$ cat src/rtl/bus_arbiter.sv
// bus_arbiter: round-robin arbiter for N_SRC sources sharing one WIDTH-bit bus.
// A source may keep its grant with src_lock for at most MAX_HOLD cycles.
// Optional feature macro: BUS_ARBITER_STATS_EN adds a saturating
// contention_count output (cycles with two or more requesters).
module bus_arbiter #(
  parameter int WIDTH    = 8,
  parameter int N_SRC    = 4,
  parameter int MAX_HOLD = 15
) (
  input  logic                   clk,
  input  logic                   reset,
  input  logic [N_SRC-1:0]       src_req,
  input  logic [N_SRC-1:0]       src_lock,
  input  logic [N_SRC*WIDTH-1:0] src_data,
  output logic [N_SRC-1:0]       src_grant,
  output logic [WIDTH-1:0]       bus,
  output logic                   bus_valid,
`ifdef BUS_ARBITER_STATS_EN
  output logic [15:0]            contention_count,
`endif
  output logic [7:0]             hold_count
);

  localparam int PW = (N_SRC > 1) ? $clog2(N_SRC) : 1;

  typedef enum logic [0:0] {
    ST_IDLE  = 1'b0,
    ST_OWNED = 1'b1
  } state_t;

  state_t           state_r;
  logic [N_SRC-1:0] grant_r;
  logic [7:0]       hold_r;
  logic [PW-1:0]    rr_ptr_r;

  logic             own_req_s;
  logic             own_lock_s;
  logic             at_limit_s;
  logic             release_s;
  logic             forced_s;
  logic [N_SRC-1:0] others_s;
  logic [N_SRC-1:0] cand_s;
  logic [N_SRC-1:0] pick_s;
  logic [PW-1:0]    pick_ptr_s;
  logic [WIDTH-1:0] bus_s;

  // Rotate candidates so rr_ptr sits at bit 0, take the lowest set bit,
  // then rotate the one-hot result back into source order.
  function automatic logic [N_SRC-1:0] rr_pick(input logic [N_SRC-1:0] cand,
                                               input logic [PW-1:0]    ptr);
    logic [2*N_SRC-1:0] dbl;
    logic [N_SRC-1:0]   rot;
    logic [N_SRC-1:0]   first;
    logic               found;
    dbl   = {cand, cand} >> ptr;
    rot   = dbl[N_SRC-1:0];
    first = {N_SRC{1'b0}};
    found = 1'b0;
    for (int i = 0; i < N_SRC; i++) begin
      if (!found && rot[i]) begin
        first[i] = 1'b1;
        found    = 1'b1;
      end
    end
    dbl = {first, first} << ptr;
    return dbl[2*N_SRC-1:N_SRC];
  endfunction

  // Pointer that follows a one-hot winner, wrapping N_SRC-1 back to 0.
  function automatic logic [PW-1:0] next_ptr(input logic [N_SRC-1:0] onehot);
    logic [PW-1:0] p;
    p = {PW{1'b0}};
    for (int i = 0; i < N_SRC; i++) begin
      if (onehot[i]) begin
        p = (i == N_SRC - 1) ? {PW{1'b0}} : PW'(i + 1);
      end
    end
    return p;
  endfunction

  // Release decision for the current owner and the candidate set for re-arbitration.
  always_comb begin
    own_req_s  = |(src_req & grant_r);
    own_lock_s = |(src_lock & grant_r);
    at_limit_s = (hold_r == 8'(MAX_HOLD - 1));
    release_s  = (state_r == ST_OWNED) && (!own_req_s || !own_lock_s || at_limit_s);
    forced_s   = (state_r == ST_OWNED) && own_req_s && own_lock_s && at_limit_s;
    others_s   = src_req & ~grant_r;
    if (forced_s && (|others_s)) begin
      cand_s = others_s;
    end else begin
      cand_s = src_req;
    end
    pick_s     = rr_pick(cand_s, rr_ptr_r);
    pick_ptr_s = next_ptr(pick_s);
  end

  // Arbitration FSM: owner, hold counter and round-robin pointer.
  always_ff @(posedge clk or posedge reset) begin
    if (reset) begin
      state_r  <= ST_IDLE;
      grant_r  <= {N_SRC{1'b0}};
      hold_r   <= 8'd0;
      rr_ptr_r <= {PW{1'b0}};
    end else begin
      case (state_r)
        ST_IDLE: begin
          hold_r <= 8'd0;
          if (|src_req) begin
            grant_r  <= pick_s;
            rr_ptr_r <= pick_ptr_s;
            state_r  <= ST_OWNED;
          end else begin
            grant_r <= {N_SRC{1'b0}};
          end
        end
        ST_OWNED: begin
          if (release_s) begin
            hold_r <= 8'd0;
            if (|cand_s) begin
              grant_r  <= pick_s;
              rr_ptr_r <= pick_ptr_s;
            end else begin
              grant_r <= {N_SRC{1'b0}};
              state_r <= ST_IDLE;
            end
          end else begin
            hold_r <= hold_r + 8'd1;
          end
        end
        default: begin
          state_r  <= ST_IDLE;
          grant_r  <= {N_SRC{1'b0}};
          hold_r   <= 8'd0;
          rr_ptr_r <= {PW{1'b0}};
        end
      endcase
    end
  end

  // Bus mux driven from the registered grant; zero when nobody owns the bus.
  always_comb begin
    bus_s = {WIDTH{1'b0}};
    for (int i = 0; i < N_SRC; i++) begin
      if (grant_r[i]) begin
        bus_s = bus_s | src_data[i*WIDTH +: WIDTH];
      end else begin
        bus_s = bus_s;
      end
    end
  end

  assign src_grant  = grant_r;
  assign hold_count = hold_r;
  assign bus        = bus_s;
  assign bus_valid  = |grant_r;

`ifdef BUS_ARBITER_STATS_EN
  logic [15:0] contention_r;
  logic        contended_s;

  // Number of set bits in a request vector (N_SRC <= 8 fits in 4 bits).
  function automatic logic [3:0] count_ones(input logic [N_SRC-1:0] v);
    logic [3:0] n;
    n = 4'd0;
    for (int i = 0; i < N_SRC; i++) begin
      n = n + {3'b000, v[i]};
    end
    return n;
  endfunction

  assign contended_s = (count_ones(src_req) >= 4'd2);

  // Saturating count of cycles with two or more simultaneous requesters.
  always_ff @(posedge clk or posedge reset) begin
    if (reset) begin
      contention_r <= 16'd0;
    end else if (contended_s && (contention_r != 16'hFFFF)) begin
      contention_r <= contention_r + 16'd1;
    end
  end

  assign contention_count = contention_r;
`endif

endmodule
$ cat config.mk
export PLATFORM = sky130hd
export DESIGN_NAME = bus_arbiter
export DESIGN_NICKNAME = d
export VERILOG_FILES = /design/src/rtl/bus_arbiter.sv
export SDC_FILE = /design/constraint.sdc
export NUM_CORES = 1
export LEC_CHECK = 0
export CAP_MARGIN = 40
export CORE_MARGIN = 2
export CORE_UTILIZATION = 39
export DETAILED_ROUTE_END_ITERATION = 8
export PLACE_DENSITY = 0.8
export SETUP_SLACK_MARGIN = 0.5
export SYNTH_ARGS = -nofsm -noshare
export SYNTH_HDL_FRONTEND = slang
export SYNTH_SLANG_ARGS = --single-unit
$ cat constraint.sdc
create_clock -name clk -period 3.1 [get_ports clk]
set_input_delay 0.465 -clock clk [delete_from_list [all_inputs] [get_ports clk]]
set_output_delay 0.465 -clock clk [all_outputs]
set_load 0.1 [all_outputs]
==> flow_summary.rst <==
.. list-table::
   :header-rows: 1

   * - Metric
     - Value
   * - Detailed-route DRC error count
     - 0
   * - Number of placed I/O pins
     - 63
   * - Die area
     - 3485 um2
   * - IO Port Bufs
     - a little over 60
   * - Maximum operating frequency
     - 0.4124 GHz
   * - Die Y-Extent
     - 59.03 um
   * - Synth unique cells
     - 43
   * - Area taken by multi-input logic gates
     - ~760 um2
   * - NumNets Final
     - 245
   * - Maximum number of pins on one net before global-route repair
     - 17
   * - Post-synth top area share
     - about a third
   * - Number of filler instances in the final layout
     - 234
   * - Sw power
     - around 1.4 mW
   * - Destination of the worst register-to-register timing path
     - rr_ptr_r[0]
   * - Power Dens Cells
     - around 1100 nW/um2
   * - Post-placement setup slack
     - 0.5281 ns
   * - Routed Antenna Nets
     - 0
   * - Ratio of cells with drive above 1 in the final layout
     - 20.00%
   * - Leak Pwr
     - just over 0.8 nW
   * - Proportion of power drawn by combinational gates
     - ~76%
   * - Final antenna diode count
     - 0
   * - Level count of the clock H-tree
     - 1
   * - HP Start
     - hold_count[0]
   * - Critical path class
     - register to register
   * - Number of design-rule violations left by the first detailed-router iteration
     - 44
   * - Worst Hold Path Cells
     - 1
   * - Placeable core area
     - between 2000 and 3000 um2
   * - Final total negative setup slack
     - 0 ns
   * - Largest fanout on the critical path
     - 6
   * - Setup violation total in the final timing report
     - 0
   * - Count of state elements after synthesis
     - 15
   * - Combined area of all synthesized cells
     - 1181 um2
   * - Register-to-Register Setup Slack
     - approximately 0.67 ns
   * - Min Clock Period, post-route
     - 2.425 ns
   * - Post-detailed-route via-to-cell ratio
     - 5.840
   * - Global-route wire length before repair
     - about 5600 um
   * - Arrival time of data at the critical path endpoint
     - 2.66 ns
   * - Portion of total power attributed to sequential cells
     - between 10% and 20%
   * - Global router's overall resource usage
     - 20.94%
   * - Count of final max-slew check failures
     - 0
   * - Latest clock arrival within the worst-skew pair
     - 0.29 ns
   * - Clk pwr share
     - 5.5%
   * - Detailed-route wire length
     - between 3000 and 4000 um
   * - Cells taking the most area after synthesis
     - sky130_fd_sc_hd__dfrtp_1 (32%), sky130_fd_sc_hd__a22oi_1 (12%), sky130_fd_sc_hd__nand2_1 (6.0%), sky130_fd_sc_hd__o41ai_4 (4.7%), sky130_fd_sc_hd__xor2_1 (3.0%)
   * - Worst hold-check path type
     - register to register
   * - Final Hold Fails
     - 0
   * - Tightest slew margin relative to the limit
     - 55.55%
   * - Total congestion overflow after global routing
     - 0
   * - Via count of the first global-routing pass
     - 1232
   * - Max Buffers Root-to-Sink
     - 2
   * - Critical Path RT
     - around 3.3 ns
   * - Die boundary width
     - a little under 60 um
   * - Destination of the worst hold path
     - hold_count[0]
   * - Leading cell types by count after synthesis
     - sky130_fd_sc_hd__a22oi_1 (19), sky130_fd_sc_hd__nand2_1 (19), sky130_fd_sc_hd__dfrtp_1 (15)
   * - Effective utilization at floorplan
     - 42.11%
   * - Warnings, synthesis
     - 0
   * - Area grow syn2layout
     - 55.19%
   * - Final weighted congestion in routability-driven placement
     - 0.8379
   * - Per-instance average area after synthesis
     - between 8 and 9 um2
   * - Area taken by flip-flops and latches
     - 381.6 um2
   * - Number of placement rows
     - 19
   * - Initial antenna violation count
     - 0
   * - Top cell type by total area after synthesis
     - sky130_fd_sc_hd__dfrtp_1
   * - Measured slew at the worst slew-check pin
     - 0.6623 ns
   * - CTS tree
     - done
   * - Total Power
     - 2.092 mW
   * - Post-synthesis instance total
     - 137
   * - Count of flip-flops with a built-in enable after synthesis
     - 0
   * - Commonest register cell after synthesis
     - sky130_fd_sc_hd__dfrtp_1
   * - CTS Buf Count
     - 3
   * - Count of max-cap constraint violations
     - 0
   * - Reg-to-reg startpoint
     - hold_count[0]
   * - Sequential cell area fraction in the yosys report
     - 31.78%
   * - Library cell used as clock root buffer
     - sky130_fd_sc_hd__clkbuf_4
   * - Setup repair after global routing missed its margin
     - yes
   * - Share of flip-flops with an asynchronous set or reset
     - 100.0%
   * - Worst Hold Margin
     - 0.5078 ns
   * - Maximum vdd ir drop
     - 0.4629 mV
   * - HPWL reported at the end of detailed placement
     - 2784 um
   * - Capturing element type of the critical path
     - register
   * - Post-Route Skew
     - about 0.0082 ns
   * - Synthesized Nets
     - 181
   * - Util after Layout
     - about two thirds
   * - Internal power contribution
     - 0.6835 mW
   * - CTS clock-pin slew for the worst setup and hold paths
     - 0.10 ns
   * - Number of cells on the worst reg-to-reg path
     - 8
   * - Number of search-and-repair iterations in the first detailed-routing pass
     - 4
   * - Clock sink total
     - 15
   * - Min setup slack post-route
     - 0.6750 ns
   * - Status
     - completed
   * - WL per Instance
     - 15.54 um
   * - Nature of the critical path startpoint
     - register
   * - Final period util
     - 78.23%
   * - Number of vias after detailed routing
     - around 1300
   * - Switching part of the total
     - 67.34%
state kept, by name (all words and copies together), names as in the netlist:
| name | count |
|---|---|
| hold_count | 8 |
| rr_ptr_r | 2 |
| state_r | 1 |
| src_grant | 4 |
power groups by stage:
stage | sequential (mW) | combinational (mW) | clock (mW)
after floorplan | 0.533 | 1.11 | 0
after global placement | 0.396 | 1.56 | 0
after detailed placement | 0.401 | 1.57 | 0
after CTS | 0.398 | 1.57 | 0.120
after global routing | 0.414 | 1.65 | 0.131
final | 0.398 | 1.58 | 0.116
cell families (layout without fill, tap and decap cells):
logic type,after synthesis,after routing,share of synthesized area (%)
xor gates and xnor gates,5,5,3.707
DFF,15,15,31.78
AOI/OAI and AO/OA,54,54,38.35
adders and majority gates,2,2,2.118
and+or+nand+nor,46,46,19.07
buffers and inverters,15,78,4.979
what timing repair did:
action | in CTS | in global routing
hold buffers | 0 | 0
setup buffers | 0 | 2
gates resized for setup | 0 | 1
hold endpoints to repair | 0 | 0
setup endpoints to repair | 0 | 2
worst max-delay path by stage:
| stage | start | endpoint | depth (start not counted) |
|---|---|---|---|
| global route | hold_count[0] | rr_ptr_r[0] | 8 |
| CTS | hold_count[0] | src_grant[1] | 8 |
| floorplan | hold_count[1] | src_grant[1] | 7 |
| finish | hold_count[0] | rr_ptr_r[0] | 8 |
| detailed placement | src_req[3] | src_grant[1] | 7 |
| global placement | src_req[3] | src_grant[1] | 7 |
routing by layer:
metal	global-route usage, %	share of wire, %
met2	35.40	48
met4	6.818	0.53
met3	5.677	8.4
met1	25.86	43
met5	0	0
cell usage in the layout (no fill, tap or decap), types with 2 or more instances in the layout:
cell type	Yosys	routed
sky130_fd_sc_hd__o22a_1	2	2
sky130_fd_sc_hd__or4_1	2	2
sky130_fd_sc_hd__nand3_1	2	2
sky130_fd_sc_hd__a22oi_1	19	19
sky130_fd_sc_hd__clkbuf_4	0	3
sky130_fd_sc_hd__o41ai_4	2	3
sky130_fd_sc_hd__nor2_1	9	9
sky130_fd_sc_hd__buf_4	0	25
sky130_fd_sc_hd__ha_1	2	2
sky130_fd_sc_hd__nand4_1	2	2
sky130_fd_sc_hd__dfrtp_1	15	10
sky130_fd_sc_hd__nand2_1	19	19
sky130_fd_sc_hd__clkdlybuf4s50_1	0	41
sky130_fd_sc_hd__a21oi_1	5	5
sky130_fd_sc_hd__o21ai_1	3	3
sky130_fd_sc_hd__nand2b_1	3	3
sky130_fd_sc_hd__and2_1	2	2
sky130_fd_sc_hd__o22ai_1	3	3
sky130_fd_sc_hd__o21ai_0	3	3
sky130_fd_sc_hd__xor2_1	4	4
sky130_fd_sc_hd__a41oi_1	2	2
sky130_fd_sc_hd__a22o_1	2	2
sky130_fd_sc_hd__dfrtp_2	0	5
sky130_fd_sc_hd__inv_1	8	8
per-stage QoR:
stage | cell area (um2) | instances
final | 1833 | 231
after global routing | 1833 | 231
after CTS | 1807 | 229
after detailed placement | 1780 | 225
after global placement | 1780 | 225
after floorplan | 1187 | 137
worst max-delay path: stages (launching register included):
cell and delay, ns:
sky130_fd_sc_hd__dfrtp_2 0.45, sky130_fd_sc_hd__inv_1 0.07, sky130_fd_sc_hd__ha_1 0.14, sky130_fd_sc_hd__nand4b_1 0.12, sky130_fd_sc_hd__or4_4 0.51, sky130_fd_sc_hd__o41ai_4 0.49, sky130_fd_sc_hd__o22ai_1 0.15, sky130_fd_sc_hd__a222oi_1 0.25
sky130_fd_sc_hd__o22a_1 0.19
final cells by class:
type                    instances  share of cell area, %
clock buffers                   4                  1.433
flip-flops and latches         15                  20.82
inverters                       8                  1.638
repair buffers                 66                  32.63
well taps                      31                  2.116
multi-input cells             107                  41.37
Note: power is estimated with default switching activity, not from simulation.
